File: src/rtl/multi_breath_pwm.sv
// Multi-channel breathing-LED driver: per-channel triangular PWM ramp on an
// active-low RGB LED, with per-channel speed, mode and colour rotation.
module multi_breath_pwm #(
   parameter int unsigned NCH   = 2,
   parameter int unsigned CW    = 16,
   parameter int unsigned BASE  = 1000,
   parameter int unsigned SEL_W = 4
) (
   input  logic                 clk,
   input  logic                 rst,
   input  logic [NCH*SEL_W-1:0] freq,
   input  logic [NCH*2-1:0]     mode,
   output logic [NCH*3-1:0]     rgb_n,
   output logic [NCH-1:0]       breath_done,
   output logic [NCH-1:0]       busy
);

   localparam logic [1:0]    MODE_BREATHE = 2'b00;
   localparam logic [1:0]    MODE_STEADY  = 2'b01;
   localparam logic [1:0]    MODE_OFF     = 2'b10;
   localparam logic [1:0]    MODE_SHOT    = 2'b11;
   localparam logic [CW-1:0] ONE          = CW'(1);
   localparam logic [CW-1:0] BASE_CW      = CW'(BASE);

   for (genvar ch = 0; ch < NCH; ch++) begin : g_ch
      logic [SEL_W-1:0] f_sel;
      logic [1:0]       m_sel;
      logic [CW-1:0]    cnt_q, cnt_d, level_q, level_d, p_q, p_d;
      logic [CW-1:0]    p_new, p_use;
      logic             dir_q, dir_d, shot_q, shot_d, init_q;
      logic [1:0]       col_q, col_d, mode_q;
      logic [2:0]       rgb_q, rgb_d, sel_n;
      logic             done_q, done_d, busy_q, busy_d;
      logic             restart, running, wrap;

      assign f_sel = freq[ch*SEL_W +: SEL_W];
      assign m_sel = mode[ch*2 +: 2];

      // Period candidate and per-cycle events; the first clock after reset uses the fresh period
      always_comb begin
         p_new   = BASE_CW * ((f_sel == '0) ? ONE : CW'(f_sel));
         p_use   = init_q ? p_new : p_q;
         restart = !init_q && (m_sel != mode_q) &&
                   (m_sel == MODE_BREATHE || m_sel == MODE_SHOT);
         running = !restart &&
                   (m_sel == MODE_BREATHE || (m_sel == MODE_SHOT && !shot_q));
         wrap    = (cnt_q == p_use - ONE);
      end

      // Next-state: ramp stepping, mode clears/freezes, colour rotation and period resample
      always_comb begin
         cnt_d   = cnt_q;
         level_d = level_q;
         dir_d   = dir_q;
         col_d   = col_q;
         shot_d  = shot_q;
         p_d     = init_q ? p_new : p_q;
         case (m_sel)
            MODE_OFF: begin
               cnt_d   = '0;
               level_d = '0;
               dir_d   = 1'b0;
               shot_d  = 1'b0;
            end
            MODE_STEADY: begin
            end
            default: begin
               if (!running) begin
                  cnt_d   = '0;
                  level_d = '0;
                  dir_d   = 1'b0;
               end else if (wrap) begin
                  cnt_d = '0;
                  if (!dir_q) begin
                     level_d = level_q + ONE;
                     if (level_q + ONE == p_use) dir_d = 1'b1;
                  end else begin
                     level_d = level_q - ONE;
                     if (level_q == ONE) begin
                        dir_d = 1'b0;
                        col_d = (col_q == 2'd2) ? 2'd0 : col_q + 2'd1;
                        p_d   = p_new;
                        if (m_sel == MODE_SHOT) shot_d = 1'b1;
                     end
                  end
               end else begin
                  cnt_d = cnt_q + ONE;
               end
            end
         endcase
      end

      // Output decode from the current state, registered below
      always_comb begin
         sel_n  = ~(3'b001 << col_q);
         rgb_d  = 3'b111;
         busy_d = 1'b0;
         done_d = 1'b0;
         case (m_sel)
            MODE_OFF: begin
            end
            MODE_STEADY: begin
               rgb_d  = sel_n;
               busy_d = (level_q != '0) || dir_q;
            end
            default: begin
               if (!restart) begin
                  if (cnt_q < level_q) rgb_d = sel_n;
                  busy_d = (level_q != '0) || dir_q;
                  done_d = running && wrap && dir_q && (level_q == ONE);
               end
            end
         endcase
      end

      // Channel state and output registers
      always_ff @(posedge clk or negedge rst) begin
         if (!rst) begin
            cnt_q   <= '0;
            level_q <= '0;
            dir_q   <= 1'b0;
            col_q   <= 2'd0;
            shot_q  <= 1'b0;
            p_q     <= BASE_CW;
            init_q  <= 1'b1;
            mode_q  <= MODE_BREATHE;
            rgb_q   <= 3'b111;
            done_q  <= 1'b0;
            busy_q  <= 1'b0;
         end else begin
            cnt_q   <= cnt_d;
            level_q <= level_d;
            dir_q   <= dir_d;
            col_q   <= col_d;
            shot_q  <= shot_d;
            p_q     <= p_d;
            init_q  <= 1'b0;
            mode_q  <= m_sel;
            rgb_q   <= rgb_d;
            done_q  <= done_d;
            busy_q  <= busy_d;
         end
      end

      assign rgb_n[ch*3 +: 3] = rgb_q;
      assign breath_done[ch]  = done_q;
      assign busy[ch]         = busy_q;
   end

endmodule

File: config.mk
export PLATFORM = sky130hd
export DESIGN_NAME = multi_breath_pwm
export DESIGN_NICKNAME = d
export VERILOG_FILES = /design/src/rtl/multi_breath_pwm.sv
export SDC_FILE = /design/constraint.sdc
export NUM_CORES = 1
export LEC_CHECK = 0
export CAP_MARGIN = 0
export CORE_UTILIZATION = 40
export DETAILED_ROUTE_END_ITERATION = 7
export PLACE_DENSITY = 0.62
export SLEW_MARGIN = 0
export SYNTH_ARGS = -nofsm -noshare
export SYNTH_HDL_FRONTEND = slang
export SYNTH_SLANG_ARGS = --single-unit
File: constraint.sdc
create_clock -name clk -period 3.8 [get_ports clk]
set_input_delay 0.76 -clock clk [delete_from_list [all_inputs] [get_ports clk]]
set_output_delay 0.76 -clock clk [all_outputs]
set_load 0.05 [all_outputs]
==> Word-level counts from Yosys, hierarchy flattened <==
Cells that the tools add are included.
{ "word_totals": {"reg_bits": 119, "input_bits": 14, "output_inout_bits": 10} }
{ "op_classes": {"addsub": 10, "mul": 2, "order_cmp": 2, "eq_ne": 18, "n_shift": 2, "mux": 68, "n_bitwise": 6, "reduce_logical": 49} }
{ "op_table": {"columns": ["op", "n"], "rows": [
  ["two-way mux 16 bit", 22],
  ["one-hot mux 16 bit (2 select lines)", 4],
  ["adder 16 x 1 -> 16 bit, second input constant", 4],
  ["equality test 16 bit", 4],
  ["subtractor 16 x 1 -> 16 bit, second input constant", 4],
  ["equality test 16 x 1 -> 1 bit, second input constant", 2],
  ["less-than comparator 16 bit", 2],
  ["nonzero test 16 bit", 2],
  ["two-way mux 1 bit", 26],
  ["multiplier 7 x 4 -> 11 bit, first input constant", 2],
  ["nonzero test 2 bit", 10],
  ["logical AND 1 bit", 14],
  ["equality test 2 bit, second input constant", 6],
  ["two-way mux 3 bit", 4],
  ["one-hot mux 1 bit (2 select lines)", 6],
  ["one-hot mux 3 bit (2 select lines)", 2],
  ["AND reduction 6 bit", 2],
  ["AND reduction 5 bit", 2],
  ["logical NOT 4 bit", 2],
  ["two-way mux 4 bit", 2],
  ["logical OR 1 bit", 6],
  ["!= test 3 x 1 -> 1 bit, second input constant", 2],
  ["inverter 3 bit", 2],
  ["<< shifter 1 x 2 -> 3 bit, first input constant", 2],
  ["other kinds (9)", 23]
]} }

==> Depth between registers and ports, before layout <==
{ "logic_depth": {"depth_word": 11, "ltp_mapped": 24} }

==> Worst setup path after synthesis <==
OpenSTA, ideal clock, no wires.
{ "synth_path": {"path_type": "input to register", "start": "input freq[5]", "end": "register g_ch[1].p_q[10]", "arrival_time_ns": 5.499, "t_required_ns": 3.672, "slack_ns": -1.826, "path_stages": 19, "path_buffers": 3, "cell_sequence": "buf_4 clkbuf_1 fa_1 inv_1 fa_1 inv_1 ha_1 a21o_1 and4_1 or3_1 xor2_1 or4b_1 o31ai_1 o2111ai_1 or3_1 buf_6 nor4_4 nor2_4 mux2_1"} }
{ "synth_via": {"elab_chain_len": 9, "elab_cells_between_ends": 11, "cone_classes": "add/sub: 1; mul: 1; eq/ne: 1; mux: 7; reduce/logical: 1"} }
{ "synth_lines": {"columns": ["item", "line_no", "source"], "rows": [
  ["from (decl)", "11", "input logic [NCH*SEL_W-1:0] freq,"],
  ["logical NOT 4 bit", "41", "p_new = BASE_CW * ((f_sel == '0) ? ONE : CW'(f_sel));"],
  ["two-way mux 4 bit (*)", "41", null],
  ["multiplier 7 x 4 -> 11 bit (*)", "41", null],
  ["two-way mux 16 bit", "42, 57", null],
  ["subtractor 16 x 1 -> 16 bit or two-way mux 16 bit (tied branches)", "47, 79", null],
  ["equality test 16 bit or two-way mux 16 bit (tied branches)", "47, 74", null],
  ["two-way mux 16 bit", "72", "end else if (wrap) begin"],
  ["two-way mux 16 bit", "68", "if (!running) begin"],
  ["two-way mux 16 bit (*)", "58", "case (m_sel)"],
  ["via g_ch[1].p_d[10]", "28", "logic [CW-1:0] cnt_q, cnt_d, level_q, level_d, p_q, p_d;"],
  ["to (signal assigned)", "136", "p_q <= p_d;"],
  ["to (decl)", "28", null]
]} }
The timed path passes the listed nets; every way through them passes the cells marked *.
A chain may end at the register's enable or synchronous reset.

==> Worst setup path after layout <==
{ "layout_path": {"start": "input freq[2]", "end": "register g_ch[0].p_q[4]"} }
{ "layout_via": {"elab_chain_len": 9, "elab_cells_between_ends": 11, "cone_classes": "add/sub: 1; mul: 1; eq/ne: 1; mux: 7; reduce/logical: 1"} }
{ "layout_lines": {"columns": ["item", "line_no"], "rows": [
  ["logical NOT 4 bit", "41"],
  ["two-way mux 4 bit (*)", "41"],
  ["multiplier 7 x 4 -> 11 bit (*)", "41"],
  ["two-way mux 16 bit", "42, 57"],
  ["subtractor 16 x 1 -> 16 bit or two-way mux 16 bit (tied branches)", "47, 79"],
  ["equality test 16 bit or two-way mux 16 bit (tied branches)", "47, 74"],
  ["two-way mux 16 bit", "72"],
  ["two-way mux 16 bit", "68"],
  ["two-way mux 16 bit (*)", "58"],
  ["via g_ch[0].p_d[4]", "28"],
  ["to (signal assigned)", "136"],
  ["to (decl)", "28"]
]} }
Marks and branches as above.

==> impl_metrics.json <==
{
  "status": "finished with violations",
  "violations": "setup timing",
  "critical_path_class": "input port to register",
  "coreArea_sq_um": 27100,
  "viasPerCell": 5.676,
  "synthToLayoutAreaGrowth_pct": 38.86,
  "layout_setup_ws_ns": -1.202,
  "fin_setup_tns_ns": -112.80,
  "timing.rr.start": "g_ch[1].init_q",
  "p_int_uw": 3405,
  "syn-instance-count": 1323,
  "finalPower_uw": 5191,
  "combPwrFrac": 0.407,
  "clkTransAtPathRegs_ns": 0.06,
  "async_flop_share": 1.000,
  "dieArea_sq_um": 28460,
  "p_seq_frac": 0.277,
  "num_vias": 10820,
  "synth_common_cells": "dfrtp_1, nor2_1, nand2_1",
  "clockBufferDepth": 2,
  "drive_gt1_frac": 0.3481,
  "crit_fanout": 5,
  "hold_path.class": "input port to async pin",
  "synthSimpleGateAreaFrac": 0.2447,
  "switchingPower_uw": 1786,
  "synth_edf_count": 0,
  "path_delay_family": "simple AND/OR/NAND/NOR gates",
  "synth-main-ff-cell": "dfrtp_1",
  "synth_xor_area_frac": 0.08903,
  "final_area_sq_um": 15440,
  "arrival_ns": 5.31,
  "grt_use_met1": 0.3192,
  "worstPathCellList": "buf_8 -> buf_6 -> fa_1 -> inv_2 -> fa_1 -> inv_2 -> ha_4 -> or2_4 -> and4_4 -> mux2i_1 -> a21o_1 -> nor2_1 -> mux2_4 -> nor4_4 -> nand4b_1 -> buf_6 -> nor4_4 -> buf_6 -> nor2_4 -> mux2_4",
  "fin_cells": 1906,
  "overflow": 0,
  "grt_max_degree": 62,
  "drc_errors": 0,
  "hold_buffers": 0,
  "ys_ff_latch": 119,
  "cts_root_buf": "clkbuf_16",
  "synth-compound-area-share": 0.1844,
  "antenna_cells": 0,
  "grt_util_met3": 0.03110,
  "gp_congestion": 0.8612,
  "grt_pass1_vias": 10500,
  "period_share": 1.316,
  "antenna_found_initial": 0,
  "critical-path-slowest-cell": "fa_1",
  "rr_worst_depth": 15,
  "crit_path_start_kind": "input port",
  "cp_num_buf_inv": 6,
  "dp_hpwl_microns": 23420,
  "cts_buffers": 17,
  "clock_latency_ns": 0.43,
  "ys_seq_area_frac": 0.2700,
  "synth.avg_cell_area_sq_um": 8.403,
  "synthMuxAreaShare": 0.03568,
  "first_pass_iters": 5,
  "fin_nets": 1627,
  "period_minus_slack_ns": 5.002,
  "synth_top_family_by_area": "simple AND/OR/NAND/NOR gates",
  "post-place-cells": 1830,
  "max_freq_mhz": 199.9,
  "vdd_drop_max_uv": 324.4,
  "rsz0062_at_grt": "true",
  "synthTopCellsByArea": "dfrtp_1, ha_1, xnor2_1",
  "netlist.top_cell.by_area": "dfrtp_1",
  "place_ws_ns": -2.196,
  "yosysMostFrequentCell": "dfrtp_1",
  "setup_viol": 106,
  "placed_area_sq_um": 13180,
  "cts_tree": "done",
  "synth.distinct_cells": 94,
  "syn_nets": 1429,
  "r2r_setup_slack_ns": -0.10,
  "synthAdderAreaFrac": 0.1130,
  "cts.sinks": 119,
  "wl_per_cell_microns": 17.48,
  "hold_viol": 0,
  "synth_warnings": 0,
  "row_count": 60,
  "pin_count": 24,
  "grt_pass1_wl_microns": 53470,
  "cap_violations": 0,
  "worst_pin_slew_ns": 0.6299,
  "portBuffers": 23,
  "n_fill_cell": 2295,
  "relSlewSlack": 0.5747,
  "h-tree-depth": 4,
  "grt_use_met2": 0.3759,
  "slowest_delay_ns": 0.57,
  "routed_wl_microns": 33320,
  "start_util": 0.4102,
  "fin_skew_ns": 0.01072,
  "drt_iter0_markers": 877,
  "p_leak_uw": 0.006373,
  "die_h_microns": 168.7,
  "grt-busiest-layer": "met2",
  "clkPwrFrac": 0.316,
  "crit_path_frequent_cell": "buf_6",
  "die-width_microns": 168.7,
  "synth_top_area_frac": 0.2251,
  "grt.total_usage": 0.2314,
  "netlist_area_sq_um": 11120,
  "r2r_end": "g_ch[1].p_q[6]",
  "maxSlewViolCount": 0,
  "ant_nets": 0,
  "critPathCaptureType": "register",
  "worstPathRequired_ns": 4.11,
  "p_per_area_nw_per_um2": 336.3,
  "p_sw_frac": 0.3440
}
metal layers:
layer	share of wire	routed length, microns	up-vias
met5	0	0	-
met3	0.045	1505	49
li1	-	-	5192
met2	0.47	15780	301
met4	0.018	595	0
met1	0.46	15440	5277
stage by stage:
| stage | hold slack, ns | utilization |
|---|---|---|
| after CTS | 0.2229 | 0.5445 |
| after global routing | 0.2223 | 0.5696 |
| after global placement | 0.5146 | 0.4862 |
| final | 0.2163 | 0.5696 |
| after floorplan | 0.4644 | - |
| after detailed placement | 0.5033 | 0.4862 |
how the worst max path moves through the flow:
stage	start	endpoint	slack, ns	depth (start not counted)
4_1_cts	freq[3]	g_ch[0].level_q[6]	-1.19	20
3_3_place_gp	freq[6]	g_ch[1].p_q[12]	-2.12	20
2_1_floorplan	freq[5]	g_ch[1].p_q[10]	-1.71	19
6_report	freq[2]	g_ch[0].p_q[4]	-1.20	20
3_5_place_dp	freq[6]	g_ch[1].p_q[12]	-2.20	20
5_1_grt	freq[2]	g_ch[0].p_q[4]	-1.40	20
layout make-up:
type | count | area [sq um] | share of cell area
Clock buffer | 19 | 442.9 | 0.02869
Clock inverter | 13 | 145.1 | 0.009402
Inverter | 84 | 335.3 | 0.02172
Multi-Input combinational cell | 1042 | 8683 | 0.5625
Sequential cell | 119 | 3005 | 0.1947
Tap cell | 372 | 465.4 | 0.03015
Timing Repair Buffer | 257 | 2360 | 0.1529
power by group through the flow:
stage,registers [uW],clock network [uW],logic (uW)
CTS,1430,1660,1950
detailed placement,1450,0,1800
global route,1450,1710,2280
global placement,1450,0,1770
finish,1440,1640,2110
floorplan,1460,0,1080
logic make-up (layout without fill, tap and decap cells):
family | count (synthesis) | count (layout)
muxes | 36 | 36
xor gates and xnor gates | 113 | 113
buffers and inverters | 162 | 373
other | 1 | 1
DFF | 119 | 119
and+or+nand+nor | 504 | 504
adders and majority gates | 92 | 92
AOI/OAI and AO/OA | 296 | 296
sequential cells by signal (all words and copies together), names as in the netlist, 4 cells and up:
signal        cells
g_ch.cnt_q       32
g_ch.level_q     32
g_ch.p_q         32
g_ch.rgb_q        6
g_ch.col_q        4
g_ch.mode_q       4
cell usage in the layout (no fill, tap or decap), types with 19 or more instances in the layout:
master	count
xor2_1	27
o21ai_0	28
nand3_1	55
o211ai_1	24
nor2_1	68
a21o_1	20
nand4_1	26
a21oi_1	46
dfrtp_1	100
xnor2_1	82
mux2i_1	19
nor2b_1	19
nand2_1	81
inv_1	73
buf_6	31
nor3_1	40
buf_4	186
ha_1	65
nor2_2	20
repair_timing:
action,CTS,global route
buffers inserted,18,21
pin swaps,93,62
resized for setup,185,116
gates cloned,7,1
setup endpoints to repair,106,106
Note: power is estimated with default switching activity, not from simulation.
